[src/rtl/ir_packet_transmitter.sv]
// ir_packet_transmitter
//   Turns a SEND_PACKET request into one remote-control car IR packet:
//   Start, CarSelect, Right, Left, Backward and Forward bursts, each
//   followed by a gap. Bursts are modulated on a carrier whose half
//   period is HALF = CLK_FREQ/(2*CARRIER_FREQ) clocks.
//
//   Ports:
//     CLK          system clock
//     RESET        asynchronous reset, active low
//     COMMAND[3:0] [0]=Right [1]=Left [2]=Backward [3]=Forward
//     SEND_PACKET  packet request, rising edge triggered
//     IR_LED       modulated IR output (registered)
//     BUSY         high while a packet is in progress
//     PACKET_DONE  one-cycle pulse when the final gap completes
//
//   Optional build macro IR_PENDING_EN: a request arriving while busy is
//   remembered (with its COMMAND) and sent right after the current packet.
//   Without the macro such requests are dropped.
module ir_packet_transmitter #(
    parameter int unsigned CLK_FREQ       = 100000000,
    parameter int unsigned CARRIER_FREQ   = 36000,
    parameter int unsigned START_BURST    = 191,
    parameter int unsigned GAP            = 25,
    parameter int unsigned CARSEL_BURST   = 47,
    parameter int unsigned ASSERT_BURST   = 47,
    parameter int unsigned DEASSERT_BURST = 22
) (
    input  logic       CLK,
    input  logic       RESET,
    input  logic [3:0] COMMAND,
    input  logic       SEND_PACKET,
    output logic       IR_LED,
    output logic       BUSY,
    output logic       PACKET_DONE
);

    function automatic int unsigned max2(input int unsigned a, input int unsigned b);
        return (a > b) ? a : b;
    endfunction

    localparam int unsigned HALF    = CLK_FREQ / (2 * CARRIER_FREQ);
    localparam int unsigned MAX_LEN = max2(max2(START_BURST, GAP),
                                           max2(CARSEL_BURST, max2(ASSERT_BURST, DEASSERT_BURST)));
    localparam int unsigned HALF_W  = $clog2(HALF + 1);
    localparam int unsigned SEG_W   = $clog2(MAX_LEN + 1);

    localparam logic [HALF_W-1:0] HALF_LAST = HALF_W'(HALF - 1);

    typedef enum logic [3:0] {
        S_IDLE, S_START, S_G0, S_CARSEL, S_G1, S_RIGHT, S_G2,
        S_LEFT, S_G3, S_BACK, S_G4, S_FWD, S_G5
    } state_t;

    // Segment counter holds (length - 1); the segment ends at the period
    // end where the counter is already zero.
    function automatic logic [SEG_W-1:0] seg_last(input state_t s, input logic [3:0] c);
        int unsigned len;
        case (s)
            S_START:  len = START_BURST;
            S_CARSEL: len = CARSEL_BURST;
            S_RIGHT:  len = c[0] ? ASSERT_BURST : DEASSERT_BURST;
            S_LEFT:   len = c[1] ? ASSERT_BURST : DEASSERT_BURST;
            S_BACK:   len = c[2] ? ASSERT_BURST : DEASSERT_BURST;
            S_FWD:    len = c[3] ? ASSERT_BURST : DEASSERT_BURST;
            default:  len = GAP;
        endcase
        return SEG_W'(len - 1);
    endfunction

    function automatic logic is_burst(input state_t s);
        return (s == S_START) || (s == S_CARSEL) || (s == S_RIGHT) ||
               (s == S_LEFT)  || (s == S_BACK)   || (s == S_FWD);
    endfunction

    state_t              r_state;
    logic [HALF_W-1:0]   r_half_cnt;
    logic                r_phase;
    logic [SEG_W-1:0]    r_seg_cnt;
    logic [3:0]          r_cmd;
    logic                r_sp_q;
    logic                r_ir_led;
    logic                r_done;

    state_t              w_state_nxt;
    state_t              w_adv_state;
    logic [HALF_W-1:0]   w_half_nxt;
    logic                w_phase_nxt;
    logic [SEG_W-1:0]    w_seg_nxt;
    logic [3:0]          w_cmd_nxt;
    logic                w_done_nxt;
    logic                w_led_nxt;
    logic                w_req;
    logic                w_half_wrap;
    logic                w_period_end;
    logic                w_start;
    logic [3:0]          w_start_cmd;

`ifdef IR_PENDING_EN
    logic                r_pend;
    logic [3:0]          r_hold;
    logic                w_pend_nxt;
    logic [3:0]          w_hold_nxt;
`endif

    assign w_req        = SEND_PACKET & ~r_sp_q;
    assign w_half_wrap  = (r_half_cnt == HALF_LAST);
    assign w_period_end = w_half_wrap & ~r_phase;

    // Successor of the current segment.
    always_comb begin
        w_adv_state = S_IDLE;
        case (r_state)
            S_START:  w_adv_state = S_G0;
            S_G0:     w_adv_state = S_CARSEL;
            S_CARSEL: w_adv_state = S_G1;
            S_G1:     w_adv_state = S_RIGHT;
            S_RIGHT:  w_adv_state = S_G2;
            S_G2:     w_adv_state = S_LEFT;
            S_LEFT:   w_adv_state = S_G3;
            S_G3:     w_adv_state = S_BACK;
            S_BACK:   w_adv_state = S_G4;
            S_G4:     w_adv_state = S_FWD;
            S_FWD:    w_adv_state = S_G5;
            default:  w_adv_state = S_IDLE;
        endcase
    end

    always_comb begin
        w_state_nxt = r_state;
        w_half_nxt  = r_half_cnt;
        w_phase_nxt = r_phase;
        w_seg_nxt   = r_seg_cnt;
        w_cmd_nxt   = r_cmd;
        w_done_nxt  = 1'b0;
`ifdef IR_PENDING_EN
        w_pend_nxt  = r_pend;
        w_hold_nxt  = r_hold;
        w_start     = w_req | r_pend;
        w_start_cmd = w_req ? COMMAND : r_hold;
`else
        w_start     = w_req;
        w_start_cmd = COMMAND;
`endif

        if (r_state == S_IDLE) begin
            if (w_start) begin
                w_state_nxt = S_START;
                w_cmd_nxt   = w_start_cmd;
                w_half_nxt  = '0;
                w_phase_nxt = 1'b1;
                w_seg_nxt   = seg_last(S_START, w_start_cmd);
`ifdef IR_PENDING_EN
                w_pend_nxt  = 1'b0;
`endif
            end
        end else begin
`ifdef IR_PENDING_EN
            if (w_req) begin
                w_pend_nxt = 1'b1;
                w_hold_nxt = COMMAND;
            end
`endif
            if (w_half_wrap) begin
                w_half_nxt  = '0;
                w_phase_nxt = ~r_phase;
            end else begin
                w_half_nxt  = r_half_cnt + HALF_W'(1);
            end

            if (w_period_end) begin
                if (r_seg_cnt == '0) begin
                    w_state_nxt = w_adv_state;
                    w_seg_nxt   = seg_last(w_adv_state, r_cmd);
                    w_done_nxt  = (r_state == S_G5);
                end else begin
                    w_seg_nxt   = r_seg_cnt - SEG_W'(1);
                end
            end
        end

        // Register the LED value for the coming cycle so IR_LED is a flop
        // yet still lines up with the phase of the cycle it is shown in.
        w_led_nxt = is_burst(w_state_nxt) & w_phase_nxt;
    end

    always_ff @(posedge CLK or negedge RESET) begin
        if (!RESET) begin
            r_state <= S_IDLE;
        end else begin
            r_state <= w_state_nxt;
        end
    end

    always_ff @(posedge CLK or negedge RESET) begin
        if (!RESET) begin
            r_half_cnt <= '0;
            r_phase    <= 1'b0;
            r_seg_cnt  <= '0;
            r_cmd      <= '0;
            r_sp_q     <= 1'b0;
            r_ir_led   <= 1'b0;
            r_done     <= 1'b0;
        end else begin
            r_half_cnt <= w_half_nxt;
            r_phase    <= w_phase_nxt;
            r_seg_cnt  <= w_seg_nxt;
            r_cmd      <= w_cmd_nxt;
            r_sp_q     <= SEND_PACKET;
            r_ir_led   <= w_led_nxt;
            r_done     <= w_done_nxt;
        end
    end

`ifdef IR_PENDING_EN
    always_ff @(posedge CLK or negedge RESET) begin
        if (!RESET) begin
            r_pend <= 1'b0;
            r_hold <= '0;
        end else begin
            r_pend <= w_pend_nxt;
            r_hold <= w_hold_nxt;
        end
    end
`endif

    assign IR_LED      = r_ir_led;
    assign BUSY        = (r_state != S_IDLE);
    assign PACKET_DONE = r_done;

endmodule

[config.mk]
export PLATFORM = sky130hd
export DESIGN_NAME = ir_packet_transmitter
export DESIGN_NICKNAME = d
export VERILOG_FILES = /design/src/rtl/ir_packet_transmitter.sv
export SDC_FILE = /design/constraint.sdc
export NUM_CORES = 1
export LEC_CHECK = 0
export ABC_AREA = 1
export CORE_MARGIN = 4
export CORE_UTILIZATION = 45
export DETAILED_ROUTE_END_ITERATION = 8
export GPL_ROUTABILITY_DRIVEN = 0
export PLACE_DENSITY_LB_ADDON = 0.08
export SLEW_MARGIN = 0
export SYNTH_ARGS = -nofsm -noshare
export SYNTH_HDL_FRONTEND = slang
export SYNTH_SLANG_ARGS = --single-unit
[constraint.sdc]
create_clock -name CLK -period 4.4 [get_ports CLK]
set_input_delay 1.1 -clock CLK [delete_from_list [all_inputs] [get_ports CLK]]
set_output_delay 1.1 -clock CLK [all_outputs]
set_load 0.02 [all_outputs]
==> results of run 1 <==
==> kinds of logic (layout without fill, tap and decap cells) <==
logic type      Yosys count  in the layout  synth area share [%]
compound gates           38             38                  11.2
xor+xnor                  4              4                  1.82
fa+ha+maj                 7              7                  4.55
buf+inv                  54             71                  10.5
flops                    31             31                  40.3
simple gates            130            130                  31.6
==> synth_stat cells (all sizes together) <==
| cell | instances |
|---|---|
| inv | 53 |
| clkbuf | 1 |
| nor4 | 2 |
| nand3 | 20 |
| o21ai | 14 |
| a21oi | 9 |
| xnor2 | 1 |
| nor2 | 38 |
| nand4 | 4 |
| xor2 | 3 |
| nand3b | 1 |
| o22ai | 7 |
| nand2 | 61 |
| ha | 7 |
| nor3 | 4 |
| a31oi | 2 |
| o211ai | 4 |
| a22oi | 2 |
| dfrtp | 31 |
==> power by group <==
part / total [mW] / internal, mW / switching [mW]
sequential: 0.288 / 0.287 / 0.00102
clock: 0.249 / 0.143 / 0.107
combinational: 0.0139 / 0.00628 / 0.00760
total: 0.551 / 0.436 / 0.115
==> registers in the layout, indices dropped and copies added (netlist names) <==
name and flops:
r_phase 1, r_half_cnt 11, r_seg_cnt 8, r_state 4, r_sp_q 1, PACKET_DONE 1
r_cmd 4, IR_LED 1
==> cells in the final DEF, fill, tap and decap left out, types with 8 or more instances in the layout <==
master           synthesis  final
a21oi_1                  9      9
clkdlybuf4s50_1          0      9
dfrtp_1                 31     31
inv_1                   47     47
nand2_1                 52     52
nand2_2                  8      8
nand3_1                 17     17
nor2_1                  30     30
o21ai_0                 10     10
==> worst min-delay path, stage by stage (launching register included) <==
cell and delay (ns):
dfrtp_1 0.35, o21ai_1 0.07, inv_1 0.05
==> worst max-delay path by stage <==
| stage | from | slack, ns | to | cells after the start |
|---|---|---|---|---|
| after global placement | r_state[0] | 1.72 | BUSY | 6 |
| final | r_state[0] | 1.38 | BUSY | 6 |
| after CTS | r_state[0] | 1.36 | BUSY | 6 |
| after floorplan | r_state[0] | 2.31 | BUSY | 5 |
| after detailed placement | r_state[0] | 1.68 | BUSY | 6 |
| after global routing | r_state[0] | 1.22 | BUSY | 6 |
==> per-layer routing <==
metal,vias up,share of wire [%]
met4,0,1.6
met5,-,0
met1,755,53
met2,19,42
met3,7,3.2
li1,872,-
==> area by class of cell <==
cell class / instances / area [µm²]
well taps: 50 / 62.6
fillers: 427 / 1880
multi-input cells: 179 / 947
clock buffers: 8 / 100
repair buffers: 10 / 97.6
flip-flops and latches: 31 / 776
inverters: 53 / 199
==> qor.yml, run 1 <==
start_util_pct: 47.5
via_per_inst: 4.99
cts_hold_buf: 0
crit_chain: "inv_1 -> ha_1 -> inv_1 -> nor2_2 -> inv_1 -> clkdlybuf4s50_1"
status: "finished clean"
ir_drop_uv: 136
maxCapViolCount: 0
avgSynthCellArea_um2: 7.29
clkSinkCount: 31
dieArea_um2: 5390
slowest_delay_ns: 0.57
hold_class: "flop to flop"
r2r_slack_ns: 2.07
r2r_cells: 18
overflow: 0
setup_tns_ns: 0
dr_total_vias: 1653
die_h_um: 73.4
htreeDepth: 2
diodes: 0
clock.fmax_ghz: 0.331
path_delay_family: "buffers and inverters"
die_w_um: 73.4
end_kind: "output port"
drt_iter0_markers: 98
core-area_um2: 4060
place_ws_ns: 1.68
placement.cell_area_um2: 2080
cp_slowest_cell: "clkdlybuf4s50_1"
post-route-period-util_pct: 68.7
rsz0062_at_grt: "no"
track_usage_pct: 16.8
final_cells: 331
required_ns: 3.30
grt_pass1_vias: 1580
worstMarginPinSlew_ns: 0.489
synth_area_leader_cell: "dfrtp_1"
crit_type: "flop to output port"
wl_per_cell_um: 11.7
crit_top_cell: "inv_1"
cts_setup_buffers: 0
p_leak_nw: 1.10
place_inst: 323
whs_ns: 0.508
use_met2_pct: 24.8
post-route-util_pct: 53.8
clock_insertion_delay_worst_skew_ns: 0.28
skew_ns: 0.00637
finalNetCount: 294
place_hpwl_um: 2940
ant_nets: 0
busiest_layer: "met2"
maxSlewHeadroom_pct: 67.3
setup_viol: 0
std_cell_rows: 23
r2r_end: "r_seg_cnt[4]"
final_design_area_no_fill_um2: 2180
path_clk_slew_ns: 0.07
synth-seq-cells: 31
slew_violations: 0
layout-drive-gt1-share_pct: 12.5
synthCells: 264
port_buffers: 9
grtUsageMet3_pct: 4.10
syn-num-nets: 278
yosysSeqAreaShare_pct: 40.3
yosys_warnings: 0
grt_max_degree: 32
grtUsageMet1_pct: 24.2
crit_fanout: 6
antenna_found_initial: 0
finalWirelength_um: 3880
startpoint_type: "flop"
critPathArrivalTime_ns: 1.92
synth_area_leaders: "dfrtp_1, nand2_1, inv_1, nor2_1, ha_1"
io_pins: 10
yosys.area.top_type_share_pct: 40.3
ys_types: 26
hold_start: "r_seg_cnt[3]"
layout_min_cycle_time_ns: 3.02
finalHoldViolations: 0
power_density_nw_per_um2: 253
finalPower_mw: 0.551
drc: 0
area_growth_pct: 13.3
max-clock-path-buffers: 2
min_path_cells: 2
cts_tree: "yes"
fin_ws_ns: 1.38
cts_made_buffers: 5
syn_area_um2: 1930
r2r_start: "r_state[0]"
grt_pass1_wl_um: 7060
cts_root_buffer: "clkbuf_8"
firstDrtPassIters: 4
hold_end: "r_seg_cnt[3]"
post_cts_resized: 0
crit_buf_inv: 4
Power figures use the tool's default switching activity.
==> run 2: changes to the inputs <==
==> constraint.sdc (replaced) <==
create_clock -name CLK -period 3.05 [get_ports CLK]
set_input_delay 0.7625 -clock CLK [delete_from_list [all_inputs] [get_ports CLK]]
set_output_delay 0.7625 -clock CLK [all_outputs]
set_load 0.02 [all_outputs]
==> qor.yml, run 2 (synthesis gave the netlist of run 1 again) <==
dieArea_um2: 5390
post-route-period-util_pct: 86.5
end_kind: "output port"
crit_fanout: 6
htreeDepth: 2
status: "finished clean"
placement.cell_area_um2: 2100
ant_nets: 0
regMostFlops: "r_half_cnt"
hold_start: "r_seg_cnt[3]"
cts_setup_buffers: 0
path_clk_slew_ns: 0.06
clock.fmax_ghz: 0.379
finalNetCount: 296
post_cts_resized: 0
finalWirelength_um: 3860
wl_per_cell_um: 11.6
hold_class: "flop to flop"
setup_viol: 0
layout_commonest_cell: "nand2_1"
track_usage_pct: 17.0
worstMarginPinSlew_ns: 0.519
die_w_um: 73.4
clkSinkCount: 31
clock_insertion_delay_worst_skew_ns: 0.28
min_path_cells: 2
diodes: 0
startpoint_type: "flop"
drc: 0
r2r_slack_ns: 0.69
grt_max_degree: 32
io_pins: 10
layout-drive-gt1-share_pct: 13.1
area_growth_pct: 13.5
fin_ws_ns: 0.411
cts_made_buffers: 5
layout_common_cells: "nand2_1, inv_1, dfrtp_1, nor2_1, nand3_1"
maxCapViolCount: 0
setup_tns_ns: 0
cts_tree: "yes"
dr_total_vias: 1653
maxSlewHeadroom_pct: 65.1
finalPower_mw: 0.760
post-route-util_pct: 53.8
required_ns: 2.29
rsz0062_at_grt: "no"
start_util_pct: 47.5
cts_root_buffer: "clkbuf_8"
grt_pass1_wl_um: 7160
crit_type: "flop to output port"
cts_hold_buf: 0
hold_end: "r_seg_cnt[3]"
firstDrtPassIters: 4
drt_iter0_markers: 88
skew_ns: 0.00483
finalHoldViolations: 0
final_design_area_no_fill_um2: 2180
antenna_found_initial: 0
critPathArrivalTime_ns: 1.88
max-clock-path-buffers: 2
place_hpwl_um: 2990
largest_register_ffs: 11
r2r_end: "r_seg_cnt[4]"
grt_pass1_vias: 1650
die_h_um: 73.4
slew_violations: 0
layout_min_cycle_time_ns: 2.64
p_leak_nw: 1.10
r2r_start: "r_state[0]"
power_density_nw_per_um2: 348
std_cell_rows: 23
place_ws_ns: 0.709
core-area_um2: 4060
reg_top3: "r_half_cnt x11, r_seg_cnt x8"
via_per_inst: 4.98
port_buffers: 9
r2r_cells: 18
ir_drop_uv: 232
overflow: 0
[run 2: cell type report]
class | count | area [µm²]
clock inverters | 1 | 5.00
repair buffers | 12 | 113
clock buffers | 6 | 82.6
well taps | 50 | 62.6
multi-input cells | 179 | 947
inverters | 53 | 199
flip-flops and latches | 31 | 776
fillers | 405 | 1870
[run 2: stage by stage]
step,instances,hold WS (ns)
after floorplan,264,0.467
after global placement,325,0.489
after detailed placement,325,0.498
after CTS,332,0.513
after global routing,332,0.579
final,332,0.511
[run 2: layer usage]
| metal | track usage (%) | vias up | part of all wire (%) |
|---|---|---|---|
| met2 | 25.3 | 19 | 43 |
| met1 | 23.7 | 756 | 52 |
| li1 | - | 873 | - |
| met5 | 0 | - | 0 |
| met4 | 6.44 | 0 | 1.0 |
| met3 | 4.51 | 5 | 3.2 |
[run 2: critical path, stage by stage (launching register included)]
cell and delay, ns:
dfrtp_1 0.41, inv_1 0.11, ha_1 0.15, inv_1 0.05, nor2_2 0.18, inv_1 0.14, clkdlybuf4s50_1 0.56
[run 2: how the worst max path moves through the flow]
stage / startpoint / end / cells after the start
2_1_floorplan: r_state[0] / r_seg_cnt[4] / 17
3_3_place_gp: r_state[0] / BUSY / 6
3_5_place_dp: r_state[0] / r_seg_cnt[4] / 18
4_1_cts: r_state[0] / BUSY / 6
5_1_grt: r_state[0] / BUSY / 6
6_report: r_state[0] / BUSY / 6
[run 2: power breakdown]
group          switching (mW)  internal (mW)  total, mW
combinational          0.0111        0.00905     0.0202
clock                   0.147          0.177      0.324
sequential            0.00153          0.414      0.415
total                   0.160          0.600      0.760
